`config.mk`:
```
export PLATFORM = sky130hd
export DESIGN_NAME = shift_operand_decoder_flat
export DESIGN_NICKNAME = d
export VERILOG_FILES = /design/src/rtl/shift_operand_decoder_pkg.sv /design/src/rtl/shift_operand_decoder_if.sv /design/src/rtl/shift_operand_decoder_shift_imm_normalize.sv /design/src/rtl/shift_operand_decoder.sv /design/src/flat_wrapper.sv
export SDC_FILE = /design/constraint.sdc
export NUM_CORES = 1
export LEC_CHECK = 0
export ABC_AREA = 1
export BUFFER_PORTS_ARGS = -buffer_cell sky130_fd_sc_hd__buf_4
export CAP_MARGIN = 20
export CORE_MARGIN = 2
export CORE_UTILIZATION = 40
export DETAILED_ROUTE_END_ITERATION = 16
export GPL_TIMING_DRIVEN = 0
export MAX_ROUTING_LAYER = met4
export PLACE_DENSITY_LB_ADDON = 0.05
export SETUP_SLACK_MARGIN = 0.3
export SLEW_MARGIN = 20
export SYNTH_ARGS = -nofsm -noshare
export SYNTH_HDL_FRONTEND = slang
export SYNTH_SLANG_ARGS = --single-unit
```
`constraint.sdc`:
```
create_clock -name clk -period 1.75 [get_ports clk]
set_input_delay 0.35 -clock clk [delete_from_list [all_inputs] [get_ports clk]]
set_output_delay 0.35 -clock clk [all_outputs]
set_load 0.1 [all_outputs]
```
`src/rtl/shift_operand_decoder_pkg.sv`:
```
// rtl/shift_operand_decoder_pkg.sv - shared constants and state type for the operand-2 decoder
//
// Purpose: shift-type encodings as the barrel shifter sees them, the
// instruction-class field values (instr[27:26]) and the decoder state enum.
package shift_operand_decoder_pkg;

  localparam logic [1:0] SHIFT_LSL = 2'b00;
  localparam logic [1:0] SHIFT_LSR = 2'b01;
  localparam logic [1:0] SHIFT_ASR = 2'b10;
  localparam logic [1:0] SHIFT_ROR = 2'b11;

  localparam logic [1:0] CLASS_DP  = 2'b00;
  localparam logic [1:0] CLASS_SDT = 2'b01;

  typedef enum logic [1:0] {
    ST_IDLE   = 2'd0,
    ST_RS_REQ = 2'd1,
    ST_RS_CAP = 2'd2,
    ST_OUT    = 2'd3
  } state_e;

endpackage

```
`src/rtl/shift_operand_decoder_if.sv`:
```
// rtl/shift_operand_decoder_if.sv - decode, Rs register-file and shifter-side signals of the decoder
//
// Purpose: bundles the three handshake groups around the decoder.
// Ports (signals):
//   decode side  : instr_valid, instr_ready, instr
//   Rs read      : rs_read_en, rs_addr, rs_data (rs_data valid the cycle after rs_read_en)
//   shifter side : op_valid, op_ready, rm_addr, use_imm, imm_value, shiftType,
//                  shift_amt, rrx, op_illegal
// Modports: slave = the decoder, master = its surroundings (decode, regfile, shifter).
interface shift_operand_decoder_if #(
  parameter int DATA_W = 32,
  parameter int AMT_W  = 8
);

  logic              instr_valid;
  logic              instr_ready;
  logic [31:0]       instr;

  logic              rs_read_en;
  logic [3:0]        rs_addr;
  logic [DATA_W-1:0] rs_data;

  logic              op_valid;
  logic              op_ready;
  logic [3:0]        rm_addr;
  logic              use_imm;
  logic [DATA_W-1:0] imm_value;
  logic [1:0]        shiftType;
  logic [AMT_W-1:0]  shift_amt;
  logic              rrx;
  logic              op_illegal;

  modport slave (
    input  instr_valid, instr, rs_data, op_ready,
    output instr_ready, rs_read_en, rs_addr,
    output op_valid, rm_addr, use_imm, imm_value, shiftType, shift_amt, rrx, op_illegal
  );

  modport master (
    output instr_valid, instr, rs_data, op_ready,
    input  instr_ready, rs_read_en, rs_addr,
    input  op_valid, rm_addr, use_imm, imm_value, shiftType, shift_amt, rrx, op_illegal
  );

endinterface

```
`src/rtl/shift_operand_decoder_shift_imm_normalize.sv`:
```
// rtl/shift_operand_decoder_shift_imm_normalize.sv - maps an immediate-shift (type, amt5) to shifter controls
//
// Purpose: applies the ARM zero-amount special cases of immediate shifts.
// Ports:
//   type_i [1:0]       shift type field instr[6:5]
//   amt5_i [4:0]       shift amount field instr[11:7]
//   type_o [1:0]       shift type for the shifter
//   amt_o  [AMT_W-1:0] effective shift amount
//   rrx_o              rotate-right-extended through carry
module shift_imm_normalize
  import shift_operand_decoder_pkg::*;
#(
  parameter int AMT_W = 8
) (
  input  logic [1:0]       type_i,
  input  logic [4:0]       amt5_i,
  output logic [1:0]       type_o,
  output logic [AMT_W-1:0] amt_o,
  output logic             rrx_o
);

  always_comb begin
    type_o = type_i;
    amt_o  = AMT_W'(amt5_i);
    rrx_o  = 1'b0;
    if (amt5_i == 5'd0) begin
      case (type_i)
        // LSR #0 and ASR #0 encode a shift by 32
        SHIFT_LSR, SHIFT_ASR: amt_o = AMT_W'(32);
        // ROR #0 encodes RRX: a one-bit rotate through carry
        SHIFT_ROR: begin
          rrx_o = 1'b1;
          amt_o = AMT_W'(1);
        end
        default: amt_o = '0;
      endcase
    end
  end

endmodule

```
`src/rtl/shift_operand_decoder.sv`:
```
// rtl/shift_operand_decoder.sv - decodes ARM operand-2 / offset fields into barrel-shifter controls
//
// Purpose: accepts an instruction from decode, registers the shifter controls
// and, for register-specified shifts, performs one Rs register-file read and
// captures Rs[AMT_W-1:0] as the shift amount before presenting the operand.
// Ports:
//   clk   rising-edge clock
//   reset synchronous active-high reset
//   bus   shift_operand_decoder_if.slave (decode, Rs read and shifter handshakes)
module shift_operand_decoder
  import shift_operand_decoder_pkg::*;
#(
  parameter int DATA_W = 32,
  parameter int AMT_W  = 8
) (
  input  logic                   clk,
  input  logic                   reset,
  shift_operand_decoder_if.slave bus
);

  state_e            state_q, state_d;
  logic              use_imm_q, use_imm_d;
  logic [DATA_W-1:0] imm_q, imm_d;
  logic [1:0]        type_q, type_d;
  logic [AMT_W-1:0]  amt_q, amt_d;
  logic              rrx_q, rrx_d;
  logic              ill_q, ill_d;
  logic [3:0]        rm_q, rm_d;
  logic [3:0]        rs_q, rs_d;

  logic              instr_ready;
  logic              accept;

  logic              dec_use_imm;
  logic [DATA_W-1:0] dec_imm;
  logic [1:0]        dec_type;
  logic [AMT_W-1:0]  dec_amt;
  logic              dec_rrx;
  logic              dec_ill;
  logic              dec_is_rs;

  logic [1:0]        norm_type;
  logic [AMT_W-1:0]  norm_amt;
  logic              norm_rrx;

  // Condition, opcode and Rn/Rd fields play no part in operand-2 decode.
  logic unused_bits;
  assign unused_bits = ^{bus.instr[31:28], bus.instr[24:12], bus.rs_data[DATA_W-1:AMT_W]};

  shift_imm_normalize #(.AMT_W(AMT_W)) u_norm (
    .type_i (bus.instr[6:5]),
    .amt5_i (bus.instr[11:7]),
    .type_o (norm_type),
    .amt_o  (norm_amt),
    .rrx_o  (norm_rrx)
  );

  // Field decode of the instruction currently on the bus; only used at accept.
  always_comb begin
    dec_use_imm = 1'b0;
    dec_imm     = '0;
    dec_type    = SHIFT_LSL;
    dec_amt     = '0;
    dec_rrx     = 1'b0;
    dec_ill     = 1'b0;
    dec_is_rs   = 1'b0;
    case (bus.instr[27:26])
      CLASS_DP: begin
        if (bus.instr[25]) begin
          // 8-bit immediate rotated right by twice the 4-bit rotate field
          dec_use_imm = 1'b1;
          dec_imm     = DATA_W'(bus.instr[7:0]);
          dec_type    = SHIFT_ROR;
          dec_amt     = AMT_W'({bus.instr[11:8], 1'b0});
        end else if (!bus.instr[4]) begin
          dec_type = norm_type;
          dec_amt  = norm_amt;
          dec_rrx  = norm_rrx;
        end else begin
          dec_is_rs = 1'b1;
          dec_type  = bus.instr[6:5];
        end
      end
      CLASS_SDT: begin
        // The I bit has the opposite sense here: I=0 is the 12-bit offset.
        if (!bus.instr[25]) begin
          dec_use_imm = 1'b1;
          dec_imm     = DATA_W'(bus.instr[11:0]);
        end else if (!bus.instr[4]) begin
          dec_type = norm_type;
          dec_amt  = norm_amt;
          dec_rrx  = norm_rrx;
        end else begin
          dec_ill = 1'b1;
        end
      end
      default: ;
    endcase
  end

  // A new instruction may be taken in the same cycle the shifter consumes the
  // current one, so back-to-back operands see no bubble.
  assign instr_ready = (state_q == ST_IDLE) | ((state_q == ST_OUT) & bus.op_ready);
  assign accept      = bus.instr_valid & instr_ready;

  always_comb begin
    state_d   = state_q;
    use_imm_d = use_imm_q;
    imm_d     = imm_q;
    type_d    = type_q;
    amt_d     = amt_q;
    rrx_d     = rrx_q;
    ill_d     = ill_q;
    rm_d      = rm_q;
    rs_d      = rs_q;

    case (state_q)
      ST_IDLE:   ;
      ST_RS_REQ: state_d = ST_RS_CAP;
      ST_RS_CAP: begin
        // Rs amount is used raw: 0 passes through, values >= 32 are not clamped.
        amt_d   = bus.rs_data[AMT_W-1:0];
        state_d = ST_OUT;
      end
      ST_OUT:    if (bus.op_ready) state_d = ST_IDLE;
      default:   state_d = ST_IDLE;
    endcase

    // Accept only occurs from IDLE or a consumed OUT, so it overrides the above.
    if (accept) begin
      use_imm_d = dec_use_imm;
      imm_d     = dec_imm;
      type_d    = dec_type;
      amt_d     = dec_is_rs ? '0 : dec_amt;
      rrx_d     = dec_rrx;
      ill_d     = dec_ill;
      rm_d      = bus.instr[3:0];
      rs_d      = bus.instr[11:8];
      state_d   = dec_is_rs ? ST_RS_REQ : ST_OUT;
    end
  end

  always_ff @(posedge clk) begin
    if (reset) begin
      state_q   <= ST_IDLE;
      use_imm_q <= 1'b0;
      imm_q     <= '0;
      type_q    <= SHIFT_LSL;
      amt_q     <= '0;
      rrx_q     <= 1'b0;
      ill_q     <= 1'b0;
      rm_q      <= '0;
      rs_q      <= '0;
    end else begin
      state_q   <= state_d;
      use_imm_q <= use_imm_d;
      imm_q     <= imm_d;
      type_q    <= type_d;
      amt_q     <= amt_d;
      rrx_q     <= rrx_d;
      ill_q     <= ill_d;
      rm_q      <= rm_d;
      rs_q      <= rs_d;
    end
  end

  assign bus.instr_ready = instr_ready;
  assign bus.rs_read_en  = (state_q == ST_RS_REQ);
  assign bus.rs_addr     = rs_q;
  assign bus.op_valid    = (state_q == ST_OUT);
  assign bus.rm_addr     = rm_q;
  assign bus.use_imm     = use_imm_q;
  assign bus.imm_value   = imm_q;
  assign bus.shiftType   = type_q;
  assign bus.shift_amt   = amt_q;
  assign bus.rrx         = rrx_q;
  assign bus.op_illegal  = ill_q;

endmodule
```
`src/flat_wrapper.sv`:
```
// flat-port wrapper written by rule: the top's interface ports become plain ports
module shift_operand_decoder_flat import shift_operand_decoder_pkg::*;
#(
  parameter int DATA_W = 32,
  parameter int AMT_W  = 8
)
  (clk, reset, bus_instr_valid, bus_instr, bus_rs_data, bus_op_ready, bus_instr_ready, bus_rs_read_en, bus_rs_addr, bus_op_valid, bus_rm_addr, bus_use_imm, bus_imm_value, bus_shiftType, bus_shift_amt, bus_rrx, bus_op_illegal);
  shift_operand_decoder_if #(.DATA_W(DATA_W), .AMT_W(AMT_W)) bus_i ();
  input  logic clk;
  input  logic reset;
  input wire logic [$bits(bus_i.instr_valid)-1:0] bus_instr_valid;
  input wire logic [$bits(bus_i.instr)-1:0] bus_instr;
  input wire logic [$bits(bus_i.rs_data)-1:0] bus_rs_data;
  input wire logic [$bits(bus_i.op_ready)-1:0] bus_op_ready;
  output wire logic [$bits(bus_i.instr_ready)-1:0] bus_instr_ready;
  output wire logic [$bits(bus_i.rs_read_en)-1:0] bus_rs_read_en;
  output wire logic [$bits(bus_i.rs_addr)-1:0] bus_rs_addr;
  output wire logic [$bits(bus_i.op_valid)-1:0] bus_op_valid;
  output wire logic [$bits(bus_i.rm_addr)-1:0] bus_rm_addr;
  output wire logic [$bits(bus_i.use_imm)-1:0] bus_use_imm;
  output wire logic [$bits(bus_i.imm_value)-1:0] bus_imm_value;
  output wire logic [$bits(bus_i.shiftType)-1:0] bus_shiftType;
  output wire logic [$bits(bus_i.shift_amt)-1:0] bus_shift_amt;
  output wire logic [$bits(bus_i.rrx)-1:0] bus_rrx;
  output wire logic [$bits(bus_i.op_illegal)-1:0] bus_op_illegal;
  assign bus_i.instr_valid = bus_instr_valid;
  assign bus_i.instr = bus_instr;
  assign bus_i.rs_data = bus_rs_data;
  assign bus_i.op_ready = bus_op_ready;
  assign bus_instr_ready = bus_i.instr_ready;
  assign bus_rs_read_en = bus_i.rs_read_en;
  assign bus_rs_addr = bus_i.rs_addr;
  assign bus_op_valid = bus_i.op_valid;
  assign bus_rm_addr = bus_i.rm_addr;
  assign bus_use_imm = bus_i.use_imm;
  assign bus_imm_value = bus_i.imm_value;
  assign bus_shiftType = bus_i.shiftType;
  assign bus_shift_amt = bus_i.shift_amt;
  assign bus_rrx = bus_i.rrx;
  assign bus_op_illegal = bus_i.op_illegal;
  shift_operand_decoder #(.DATA_W(DATA_W), .AMT_W(AMT_W)) u_core (.clk(clk), .reset(reset), .bus(bus_i));
endmodule
```
==> flow_metrics.tcl <==
set metrics [dict create \
    run_status "completed" \
    gp_congestion 0.8653 \
    critPathLaunchType "flip-flop" \
    hold_viol 0 \
    hold_path.class "input port to flip-flop" \
    place_ws_ns 0.3074 \
    peakVddDrop_uv 623.9 \
    top_layer_used "met4" \
    tightest_slew_ns 0.5443 \
    nets 390 \
    finalPower_w 0.002766 \
    htreeDepth 2 \
    drc 0 \
    syn_area_mm2 0.001658 \
    cts_tree "done" \
    synthCells 224 \
    setup_viol_count_final 0 \
    multi_input_comb_area_um2 794.5 \
    routed-wl-met3_um 297 \
    synthXorXnorAreaFrac 0 \
    synth_compound_area_frac 0.1313 \
    max_stage_delay_ns 0.38 \
    yosys.area_share.adder 0.01509 \
    drt-total-wl_um 4321 \
    track_usage 0.1924 \
    drv_cap 0 \
    fin_util 0.6246 \
    ys_top_cells_by_area "dfxtp_1 42%, nand2_1 14%, buf_4 10%, a21oi_1 5.4%, nand3_1 5.4%" \
    synth_mux_area_frac 0 \
    clock_skew_ns 0.007847 \
    max_freq_ghz 0.6819 \
    die_y_um 68.38 \
    synth_top_area_cell "dfxtp_1" \
    crit_arrival_ns 1.12 \
    required_ns 1.40 \
    drtAntennaViolNets 0 \
    fin_crit_ns 1.466 \
    tns_ns 0 \
    first_iter_violations 106 \
    vias_per_cell 4.512 \
    slew_headroom 0.6371 \
    final_layout_size_suffix_gt1_frac 0.3583 \
    ys_ff_latch 35 \
    io_pins 124 \
    grt_max_degree 12 \
    powerDensity_mw_per_mm2 1107 \
    synth_simple_gate_area_frac 0.2747 \
    grt_pass1_wl_um 6430 \
    crit_path_end_kind "primary output" \
    die_w_um 68.38 \
    cts_hold_buf 0 \
    grt_pass1_vias 1426 \
    avgRoutedWirePerCell_um 11.65 \
    critical_path_class "flip-flop to primary output" \
    layout_commonest_cell "buf_4" \
    clk_pin_slew_ns 0.08 \
    fillers 403 \
    crit_buf_inv 1 \
    layout_worst_path_cycle_share 0.8380 \
    crit_slowest_cell "dfxtp_4" \
    yosys.area.top_type_share 0.4226 \
    p_leak_nw 1.263 \
    rows 23 \
    ys_seq_area_frac 0.4226 \
    syn_to_final_growth_pct 50.72 \
    clock_path_buffers 2 \
    ys_warn_count 0 \
    io_buffers 62 \
    cts_root_buffer "clkbuf_8" \
    cts.sinks 35 \
    avgSynthCellArea_um2 7.401 \
    synth_top_family_by_area "simple AND/OR/NAND/NOR gates" \
    layout_common_cells "86 x buf_4, 61 x nand2_1, 33 x dfxtp_1" \
    fin_hold_ws_ns 0.2878 \
    path_delay_family "flip-flops" \
    num_antenna_cells 0 \
    report.final.slew_viol_count 0 \
    vias 1674 \
    layout_setup_ws_ns 0.2835 \
    wl_met1_um 2005 \
    wl_met2_um 1961 \
    timing.critical_path.cells "nand2_4, o21ai_4, buf_12" \
    clk_latency_ns 0.29 \
    cts_buffers 5 \
    place_hpwl_um 3180 \
    antenna_found_initial 0 \
    path_max_fanout 3 \
    grt_setup_unrepaired "yes" \
    firstDrtPassIters 4 \
    seqCellArea_um2 708.2 \
    coreArea_mm2 0.004000 \
    start_util 0.4145 \
    gr-total-overflow 0 \
    dieArea_mm2 0.004676 \
    synthDistinctLibCells 22 \
]
==> final cells by class <==
cell class	instances	area share
Multi-Input combinational cell	167	0.3180
Sequential cell	35	0.2834
Timing Repair Buffer	69	0.2153
Buffer	26	0.08112
Clock buffer	7	0.03906
Inverter	16	0.02604
Tap cell	50	0.02504
Clock inverter	1	0.01202
==> worst min-delay path, stage by stage <==
cell and delay (ns):
buf_4 0.08, nand3_1 0.06, nand2_1 0.06
==> power by group <==
| part | internal [W] | leakage, nW | switching [W] | total, W |
|---|---|---|---|---|
| combinational | 0.000257 | 0.913 | 0.000808 | 0.00106 |
| clock | 0.000512 | 0.0636 | 0.000305 | 0.000817 |
| sequential | 0.000851 | 0.287 | 0.0000333 | 0.000884 |
==> final timing paths <==
kind,start,end,slack [ns],cells past startpoint
max reg2reg,u_core.state_q[0],u_core.bus.imm_value[3],0.41,7
max,u_core.state_q[0],bus_instr_ready,0.28,3
min,bus_instr[0],u_core.bus.imm_value[0],0.29,3
min reg2reg,u_core.bus.shiftType[0],u_core.bus.shiftType[0],0.45,2
==> synth_stat cells (all sizes together) <==
library cell,instances
nand2,65
buf,24
dfxtp,35
nand4,6
inv,15
o21ai,20
or2,1
clkinv,1
a21oi,19
ha,2
nand3b,1
conb,1
nor2,14
nand3,18
clkbuf,2
==> repair_timing <==
action | in CTS | in global routing
buffers inserted | 1 | 6
pin swaps | 1 | 2
setup endpoints to repair | 4 | 12
cloned | 0 | 1
resized for setup | 5 | 4
==> registers in the layout, indices dropped and copies added (netlist names) <==
| signal | cells |
|---|---|
| u_core.bus.imm_value | 12 |
| u_core.bus.op_illegal | 1 |
| u_core.bus.rm_addr | 4 |
| u_core.bus.rrx | 1 |
| u_core.bus.rs_addr | 4 |
| u_core.bus.shiftType | 2 |
| u_core.bus.shift_amt | 8 |
| u_core.bus.use_imm | 1 |
| u_core.state_q | 2 |
==> stage by stage <==
stage                     std cells  instance area [um2]
after detailed placement        355                 2283
after global routing            371                 2499
after global placement          355                 2283
after CTS                       364                 2432
after floorplan                 243                 1755
final                           371                 2499
==> cells by family after synthesis <==
kind of cell,count (synthesis)
flip-flops,35
other,1
buffers and inverters,42
AO/OA/AOI/OAI,39
adder cells (fa/ha/maj),2
AND/OR/NAND/NOR,105
==> layer usage <==
layer	up-vias	GRT usage
li1	880	-
met2	57	0.3041
met4	0	0.06750
met5	-	-
met1	730	0.2369
met3	7	0.04934
Power figures use the tool's default switching activity.
